--- src/rtl/data_reg_bank_reader.sv ---
// Readout sequencer for the 4-unit data register bank: snapshots the bank on start and
// streams one addressed word or all four words over a valid/ready handshake.
module data_reg_bank_reader #(
  parameter int WIDTH = 32
) (
  input  logic             clk,
  input  logic             reset,
  input  logic [WIDTH-1:0] in0,
  input  logic [WIDTH-1:0] in1,
  input  logic [WIDTH-1:0] in2,
  input  logic [WIDTH-1:0] in3,
  input  logic             start,
  input  logic             readAll,
  input  logic [1:0]       address,
  input  logic             outReady,
  output logic [WIDTH-1:0] dataOut,
  output logic [1:0]       outAddress,
  output logic             outValid,
  output logic             outLast,
  output logic             busy,
  output logic             done
);

  typedef enum logic {
    IDLE = 1'b0,
    SEND = 1'b1
  } state_t;

  state_t                 state_q, state_d;
  logic [3:0][WIDTH-1:0]  snap_q, snap_d;
  logic [3:0][WIDTH-1:0]  in_words;
  logic [1:0]             idx_q, idx_d;
  logic [1:0]             last_idx_q, last_idx_d;
  logic [WIDTH-1:0]       data_q, data_d;
  logic [1:0]             addr_q, addr_d;
  logic                   valid_q, valid_d;
  logic                   last_q, last_d;
  logic                   busy_q, busy_d;
  logic                   done_q, done_d;
  logic [1:0]             start_idx;
  logic [1:0]             start_last;
  logic [1:0]             nxt_idx;

  function automatic logic [WIDTH-1:0] pick_word(input logic [3:0][WIDTH-1:0] words,
                                                 input logic [1:0] sel);
    return words[sel];
  endfunction

  assign in_words   = {in3, in2, in1, in0};
  assign start_idx  = readAll ? 2'd0 : address;
  assign start_last = readAll ? 2'd3 : address;
  assign nxt_idx    = idx_q + 2'd1;

  // Output registers are loaded one cycle ahead so every port comes straight from a flop.
  always_comb begin
    state_d    = state_q;
    snap_d     = snap_q;
    idx_d      = idx_q;
    last_idx_d = last_idx_q;
    data_d     = data_q;
    addr_d     = addr_q;
    valid_d    = valid_q;
    last_d     = last_q;
    busy_d     = busy_q;
    done_d     = 1'b0;

    case (state_q)
      IDLE: begin
        if (start) begin
          state_d    = SEND;
          snap_d     = in_words;
          idx_d      = start_idx;
          last_idx_d = start_last;
          data_d     = pick_word(in_words, start_idx);
          addr_d     = start_idx;
          valid_d    = 1'b1;
          last_d     = (start_idx == start_last);
          busy_d     = 1'b1;
        end
      end
      SEND: begin
        if (outReady) begin
          if (last_q) begin
            state_d = IDLE;
            idx_d   = 2'd0;
            data_d  = '0;
            addr_d  = 2'd0;
            valid_d = 1'b0;
            last_d  = 1'b0;
            busy_d  = 1'b0;
            done_d  = 1'b1;
          end else begin
            idx_d  = nxt_idx;
            data_d = pick_word(snap_q, nxt_idx);
            addr_d = nxt_idx;
            last_d = (nxt_idx == last_idx_q);
          end
        end
      end
      default: begin
        state_d = IDLE;
        valid_d = 1'b0;
        busy_d  = 1'b0;
      end
    endcase
  end

  always_ff @(posedge clk or posedge reset) begin
    if (reset) begin
      state_q    <= IDLE;
      snap_q     <= '0;
      idx_q      <= 2'd0;
      last_idx_q <= 2'd0;
      data_q     <= '0;
      addr_q     <= 2'd0;
      valid_q    <= 1'b0;
      last_q     <= 1'b0;
      busy_q     <= 1'b0;
      done_q     <= 1'b0;
    end else begin
      state_q    <= state_d;
      snap_q     <= snap_d;
      idx_q      <= idx_d;
      last_idx_q <= last_idx_d;
      data_q     <= data_d;
      addr_q     <= addr_d;
      valid_q    <= valid_d;
      last_q     <= last_d;
      busy_q     <= busy_d;
      done_q     <= done_d;
    end
  end

  assign dataOut    = data_q;
  assign outAddress = addr_q;
  assign outValid   = valid_q;
  assign outLast    = last_q;
  assign busy       = busy_q;
  assign done       = done_q;

endmodule

--- config.mk ---
export PLATFORM = sky130hd
export DESIGN_NAME = data_reg_bank_reader
export DESIGN_NICKNAME = d
export VERILOG_FILES = /design/src/rtl/data_reg_bank_reader.sv
export SDC_FILE = /design/constraint.sdc
export NUM_CORES = 1
export LEC_CHECK = 0
export ABC_AREA = 1
export CORE_MARGIN = 4
export CORE_UTILIZATION = 45
export CTS_CLUSTER_SIZE = 14
export DETAILED_ROUTE_END_ITERATION = 10
export PLACE_DENSITY = 0.7
export SETUP_SLACK_MARGIN = 0.5
export SLEW_MARGIN = 20
export SYNTH_ARGS = -nofsm -noshare
export SYNTH_HDL_FRONTEND = slang
export SYNTH_SLANG_ARGS = --single-unit
--- constraint.sdc ---
create_clock -name clk -period 5.29 [get_ports clk]
set_input_delay 1.058 -clock clk [delete_from_list [all_inputs] [get_ports clk]]
set_output_delay 1.058 -clock clk [all_outputs]
set_load 0.02 [all_outputs]
==> results.cfg, run 1 <==
[worst_hold_path]
hold_class = reg2reg
worst_hold_startpoint = snap_q[80]
worstHoldPathCells = 2
hold-path-endpoint = snap_q[80]

[clock_tree]
path_clk_slew_ns = 0.06
clock_latency_ns = 0.43
cts-resized-gates = 0
cts_hold_buf = 0
clk_path_buf_depth = 2
cts_tree = built
root_buffer = clkbuf_16
cts_buffers = 17
post_cts_buffers = 0
cts_sinks = 168
h-tree-depth = 4

[sta]
rsz0062_at_grt = no
setup_viol = 0
fin_crit_ns = 3.27
finalHoldViolCount = 0
fin_tns_setup_ns = 0
slew_headroom_pct = 25.7
max_freq_ghz = 0.305
post-route-period-util_pct = 61.9
finClkSkew_ns = 0.00630
final-max-slew-violation-count = 0
worstMarginPinSlew_ns = 1.11

[critical_path]
reg2reg_depth = 6
cp_data_required_time_ns = 4.23
cp-end-kind = output port
cp_cell_sequence = clkdlybuf4s50_1
crit_type = reg2out
worst_setup_path_start_kind = flop
crit_start = outAddress[0]
crit_family = flip-flops
rrSetupSlack_ns = 2.26
critical_path_buf_inv_count = 1
r2r_end = dataOut[20]
critPathSlowestCell = dfrtp_2
timing.rr.start = state_q
max_stage_delay_ns = 1.02
critical_path.max_fanout = 38
arrival_ns = 2.22

[yosys]
netlist_instances = 1288
netlist_area_um2 = 9070
ys_ff_latch = 168
synthFlopType = dfrtp_1
synth_area_leaders = dfrtp_1 46%, nand2_1 20%, o21ai_0 7.4%, nand3_1 7.1%, inv_1 5.5%
yosysWarnings = 0
synth_top_area_share_pct = 46.3
syn_avg_cell_area_um2 = 7.05
async_flop_share_pct = 100
yosys.area.top_type = dfrtp_1
synth_nets = 1423
yosysUniqueCellTypes = 25
synth-edff-count = 0
synth_most_common_cell = nand2_1
synth_common_cells = 490 x nand2_1, 168 x dfrtp_1, 134 x o21ai_0
seq_area_frac_synth_pct = 46.3

[final_layout]
area_growth_pct = 25.0
diodes = 0
postLayoutCellArea_um2 = 11300
instances_no_fill = 1681
final_core_util_pct = 57.7
drive_above_1_share_pct = 4.31
layout.nets = 1538

[die]
die-area_um2 = 22500
num_rows = 51
ios = 173
start_util_pct = 46.2
die_w_um = 150
die_h_um = 150
coreArea_um2 = 19700

[grt]
grt_max_degree = 147
grt_pass1_wl_mm = 42.5
grt_overflow_total = 0
antenna_found_initial = 0
grt_pass1_vias = 8230
grt_use_total_pct = 23.9

[route]
routed_wl_mm = 26.3
drc_errors = 0
antenna_left = 0
vias = 8515
wl_per_cell_um = 15.6
drtIter0Drc = 619
vias_per_cell = 5.07
dr.pass1.iters = 5

[placed_design]
finalWeightedCongestion = 0.798
placed_cells = 1649
hpwl_mm = 16.0
port_buffers = 172
post_dp_cell_area_um2 = 10700

[power_and_ir_drop]
powerDensity_nw_per_um2 = 533
vdd_ir_drop_max_mv = 0.258
leakage_nw = 5.70

[job]
maxCapViolCount = 0

[status]
outcome = completed
layout by cell type, fill, tap and decap left out, types with 4 or more instances in the layout:
master and n:
dfrtp_1 167, inv_2 4, clkdlybuf4s50_1 171, nand3_1 128, o21ai_0 134, clkbuf_16 17, a21oi_2 6, inv_1 131
nor2_1 67, a21oi_1 60, clkinv_2 4, buf_4 7, nand2_2 4, nand2_1 489, clkbuf_8 4
tightest hold or removal path, cell delays in order, from the launching register on:
cell,delay (ns)
dfrtp_1,0.34
nand2_1,0.05
o21ai_0,0.06
sequential cells by signal, indices dropped and copies added, names as in the netlist:
| signal | cells |
|---|---|
| busy | 1 |
| state_q | 1 |
| last_idx_q | 2 |
| dataOut | 32 |
| outLast | 1 |
| snap_q | 128 |
| outAddress | 2 |
| done | 1 |
report_power, final:
part	internal, mW	leakage [nW]	switching [mW]	total, mW
clock	0.791	0.300	0.502	1.29
sequential	1.91	2.07	0.408	2.31
combinational	0.917	3.33	1.53	2.44
total	3.61	5.70	2.44	6.05
per-stage QoR:
stage	hold WS (ns)	setup WS, ns	total power, mW
floorplan	0.453	2.09	3.98
global placement	0.465	2.07	4.70
detailed placement	0.472	2.00	4.78
CTS	0.488	1.98	6.08
global route	0.500	1.97	6.52
finish	0.482	2.02	6.05
metal layers:
layer	global-route usage (%)	share of wire, %	wire [um]
met5	0	0	0
met4	8.60	2.7	701
met3	3.79	6.6	1730
met2	39.7	48	12500
met1	31.7	43	11300
cells by family (layout without fill, tap and decap cells):
group	Yosys count	count (layout)	share of synthesized area, %
XOR/XNOR	1	1	0.0965
AO/OA/AOI/OAI	203	203	11.5
AND/OR/NAND/NOR	693	693	31.0
flip-flops	168	168	46.3
buffers and inverters	223	351	11.1
layout make-up:
cell class	instances	area, um^2
repair buffers	181	1800
fillers	1906	8310
clock buffers	24	492
inverters	138	529
multi-input cells	897	3870
flip-flops and latches	168	4210
clock inverters	8	118
well taps	265	332
how the worst max path moves through the flow:
stage | depth (start not counted) | to
2_1_floorplan | 1 | busy
3_3_place_gp | 9 | dataOut[10]
3_5_place_dp | 9 | dataOut[21]
4_1_cts | 1 | outAddress[0]
5_1_grt | 1 | outAddress[0]
6_report | 1 | outAddress[0]
Power figures use the tool's default switching activity.
==> inputs of run 2 (changes only) <==
==> constraint.sdc (replaced) <==
create_clock -name clk -period 2.75 [get_ports clk]
set_input_delay 0.55 -clock clk [delete_from_list [all_inputs] [get_ports clk]]
set_output_delay 0.55 -clock clk [all_outputs]
set_load 0.02 [all_outputs]
==> run 2 against run 1 <==
Compared with the run above:
- critical path depth unchanged
- clock power up 91%
- die area unchanged
- final cell count up 0.83%
- wire length up 0.62%
- non-clock buffer count up 14
- combinational power up 100%
- largest cell class unchanged
- clock skew up 0.0051 ns
- sequential power up 91%
- sequential share of layout area down 0.57 points
- first-iteration DRC count up 27%
- hold slack better by 0.0043 ns
==> results.cfg, run 2 (synthesized netlist as in run 1, its figures left out) <==
[final_layout]
diodes = 0
final_common_cell = nand2_1
final_core_util_pct = 58.7
seqCellArea_um2 = 4210
area_growth_pct = 27.1
layout.nets = 1552
final_cell_mix = 489 x nand2_1, 170 x clkdlybuf4s50_1, 167 x dfrtp_1, 134 x o21ai_0, 131 x inv_1
largest_reg_flops = 128
multi_input_area_um2 = 3870
n_fill_cell = 1890
drive_above_1_share_pct = 5.45
largest_register = snap_q

[die]
die-area_um2 = 22500
die_h_um = 150
start_util_pct = 46.2
num_rows = 51
ios = 173
die_w_um = 150
coreArea_um2 = 19700

[sta]
max_freq_ghz = 0.453
final-max-slew-violation-count = 0
slew_headroom_pct = 51.9
rsz0062_at_grt = no
fin_tns_setup_ns = 0
fin_crit_ns = 2.21
setup_viol = 0
finClkSkew_ns = 0.0114
holdWs_ns = 0.487
worst_slack_ns = 0.543
finalHoldViolCount = 0
post-route-period-util_pct = 80.3
worstMarginPinSlew_ns = 0.720

[clock_tree]
post_cts_buffers = 0
clk_path_buf_depth = 2
cts_tree = built
h-tree-depth = 4
path_clk_slew_ns = 0.06
clock_latency_ns = 0.43
root_buffer = clkbuf_16
cts_sinks = 168
cts_buffers = 17
cts_hold_buf = 0

[route]
drtIter0Drc = 788
vias_per_cell = 5.01
drc_errors = 0
routed_wl_mm = 26.5
dr.pass1.iters = 5
antenna_left = 0
wl_per_cell_um = 15.6
vias = 8484

[grt]
grt_use_total_pct = 24.1
grt_max_degree = 129
grt.met1_usage_pct = 33.1
grtUsageMet2_pct = 38.6
antenna_found_initial = 0
grt.busiest_layer = met2
grtUsageMet3_pct = 4.69
grt_pass1_wl_mm = 43.1
grt_overflow_total = 0
grt_pass1_vias = 8321

[power_and_ir_drop]
vdd_ir_drop_max_mv = 0.606
powerDensity_nw_per_um2 = 1020
leakage_nw = 5.80

[critical_path]
cp_cell_sequence = clkdlybuf4s50_1
critical_path_buf_inv_count = 1
max_stage_delay_ns = 0.73
critical_path.max_fanout = 4
worst_setup_path_start_kind = flop
cp-end-kind = output port
cp_data_required_time_ns = 2.20
crit_family = buffers and inverters
crit_type = reg2out
critPathSlowestCell = clkdlybuf4s50_1
arrival_ns = 1.66

[status]
outcome = completed

[job]
maxCapViolCount = 0

[placed_design]
pre_cts_slack_ns = 0.523
hpwl_mm = 17.1
port_buffers = 172
finalWeightedCongestion = 0.828

[worst_hold_path]
hold_class = reg2reg
==> run 2: cell types whose count changed in the layout (fill, tap and decap cells not counted), sizes merged <==
| cell | change |
|---|---|
| clkdlybuf4s50 | -1 |
| clkinvlp | +3 |
| inv | +4 |
| dlymetal6s2s | +1 |
| clkbuf | -7 |
| buf | +14 |
==> run 2: cell type report <==
class | instances | area share [%]
Sequential cell | 168 | 36.5
Tap cell | 265 | 2.88
Multi-Input combinational cell | 897 | 33.6
Inverter | 138 | 4.59
Clock inverter | 15 | 1.52
Timing Repair Buffer | 195 | 17.3
Clock buffer | 17 | 3.69
==> run 2: metal layers <==
layer  part of all wire, %  routed length, um
met1                    43              11400
met2                    48              12600
met3                   7.2               1900
met4                   2.0                535
met5                     0                  0
==> run 2: power breakdown <==
group,switching (mW),internal [mW]
registers,0.755,3.67
clock network,1.04,1.43
logic,3.02,1.87
total,4.81,6.97
==> run 2: what timing repair did <==
item                                    in CTS  in global routing
pin swaps                                    0                  0
endpoints found under the setup margin       1                  1
gates resized for setup                      1                  1
==> run 2: path summary, 6_finish.rpt <==
kind | slack (ns) | end | cells after the start | start
hold / removal | 0.49 | snap_q[75] | 2 | snap_q[75]
hold reg to reg | 0.49 | snap_q[75] | 2 | snap_q[75]
min in group asynchronous | 0.50 | busy | 2 | reset
setup / recovery | 0.54 | outAddress[1] | 1 | outAddress[1]
setup reg to reg | 0.81 | dataOut[12] | 7 | outAddress[0]
max in group asynchronous | 1.49 | outAddress[0] | 3 | reset
==> run 2: per-stage QoR <==
stage	cells	instance area (um^2)	power [mW]
floorplan	1288	9080	7.66
global placement	1663	10900	9.19
detailed placement	1663	10900	9.33
CTS	1695	11500	11.8
global route	1695	11500	12.7
finish	1695	11500	11.8
==> inputs of run 3 (changes only) <==
--- a/config.mk
+++ b/config.mk
@@ -10,7 +10,7 @@
 export CORE_UTILIZATION = 45
 export CTS_CLUSTER_SIZE = 14
 export DETAILED_ROUTE_END_ITERATION = 10
-export PLACE_DENSITY = 0.7
+export PLACE_DENSITY = 0.68
 export SETUP_SLACK_MARGIN = 0.5
 export SLEW_MARGIN = 20
 export SYNTH_ARGS = -nofsm -noshare
==> constraint.sdc (replaced) <==
create_clock -name clk -period 2.2 [get_ports clk]
set_input_delay 0.44 -clock clk [delete_from_list [all_inputs] [get_ports clk]]
set_output_delay 0.44 -clock clk [all_outputs]
set_load 0.02 [all_outputs]
==> run 3 against run 2 <==
Compared with the run above:
- clock skew is essentially flat
- first-iteration DRC count shrank 9.0%
- die area is the same
- core utilization grew 0.73 points
- non-clock buffer count grew 13
- global-route usage shrank 0.47 points
- critical endpoint is now outAddress[0]
==> results.cfg, run 3 (synthesized netlist as in run 1, its figures left out) <==
[critical_path]
crit_type = reg2out
critical_path_buf_inv_count = 1
worst_setup_path_start_kind = flop
cp_data_required_time_ns = 1.76
arrival_ns = 1.24
cp-end-kind = output port
critPathSlowestCell = dfrtp_2
max_stage_delay_ns = 0.42
critical_path.max_fanout = 4
cp_cell_sequence = dlygate4sd2_1
crit_family = flip-flops

[clock_tree]
path_clk_slew_ns = 0.07
h-tree-depth = 4
cts_buffers = 17
cts_sinks = 168
clock_latency_ns = 0.43
clk_path_buf_depth = 2
cts_tree = built
root_buffer = clkbuf_16
cts_hold_buf = 0

[sta]
holdWs_ns = 0.364
slew_headroom_pct = 66.2
final-max-slew-violation-count = 0
worstMarginPinSlew_ns = 0.507
finalHoldViolCount = 0
fin_crit_ns = 1.68
fin_tns_setup_ns = 0
setup_viol = 0
worst_slack_ns = 0.520
post-route-period-util_pct = 76.4
rsz0062_at_grt = no
finClkSkew_ns = 0.0110
max_freq_ghz = 0.595

[route]
vias_per_cell = 5.05
vias = 8624
drc_errors = 0
drtIter0Drc = 717
wl_per_cell_um = 15.9
antenna_left = 0
top_layer = met4
wl_met2_mm = 13.3
route.met3.wl_mm = 1.66
wl_met1_mm = 11.8
routed_wl_mm = 27.2
dr.pass1.iters = 6

[power_and_ir_drop]
powerDensity_nw_per_um2 = 1250
leakage_nw = 5.94
vdd_ir_drop_max_mv = 0.666
total_power_mw = 14.6

[final_layout]
final_core_util_pct = 59.4
layout.nets = 1565
multi_input_area_um2 = 3870
final_cell_mix = 489 x nand2_1, 166 x dfrtp_1, 134 x o21ai_0, 133 x clkdlybuf4s50_1, 131 x inv_1
drive_above_1_share_pct = 6.44
seqCellArea_um2 = 4210
diodes = 0
largest_register = snap_q
area_growth_pct = 28.6
largest_reg_flops = 128
instances_no_fill = 1708
final_common_cell = nand2_1
postLayoutCellArea_um2 = 11700
n_fill_cell = 1906

[job]
maxCapViolCount = 0

[grt]
antenna_found_initial = 0
grt_pass1_vias = 8116
grt_max_degree = 260
grt_overflow_total = 0
grt_pass1_wl_mm = 42.0
grt_use_total_pct = 23.6

[die]
die_h_um = 150
ios = 173
die_w_um = 150
num_rows = 51
die-area_um2 = 22500
start_util_pct = 46.2
coreArea_um2 = 19700

[placed_design]
placed_cells = 1672
finalWeightedCongestion = 0.800
port_buffers = 172
hpwl_mm = 17.4
pre_cts_slack_ns = 0.0148
post_dp_cell_area_um2 = 11000

[worst_hold_path]
hold_class = in2async

[status]
outcome = completed
==> run 3: power by group <==
group	switching (mW)	internal, mW	leakage (nW)
Combinational	3.91	2.39	3.60
Sequential	0.872	4.58	2.07
Clock	1.34	1.53	0.268
Total	6.12	8.50	5.94
==> run 3: path summary, 6_finish.rpt <==
path | startpoint | to | slack [ns] | cells after the start
max reg2reg | outAddress[0] | dataOut[27] | 0.60 | 7
min reg2reg | snap_q[80] | snap_q[80] | 0.49 | 2
max in group asynchronous | reset | dataOut[3] | 1.19 | 3
min | reset | dataOut[24] | 0.36 | 2
max | outAddress[0] | outAddress[0] | 0.52 | 1
min in group clk | snap_q[80] | snap_q[80] | 0.49 | 2
==> run 3: area by class of cell <==
class,count,area share (%)
multi-input combinational,897,33.2
clock inverter,13,0.943
timing repair buffer,208,18.5
inverter,138,4.58
clock buffer,19,3.88
tap,265,2.84
sequential,168,36.0
==> run 3: layer usage <==
metal | up-vias | GRT usage [%]
li1 | 4298 | -
met4 | 0 | 6.86
met2 | 325 | 39.4
met3 | 24 | 3.30
met1 | 3977 | 32.2
met5 | - | 0
==> run 3: worst register-to-register path, delay by kind of cell, from the launching register on <==
kind,cells,cell delay [ns]
and+or+nand+nor,3,0.37
buffers and inverters,2,0.37
AOI/OAI and AO/OA,2,0.34
DFF,1,0.44
==> run 3: repair_timing <==
action / in CTS / in global routing
gates resized for setup: 48 / 3
pin swaps: 1 / 1
setup buffers: 1 / 2
setup endpoints to repair: 69 / 163
gates cloned: 0 / 1
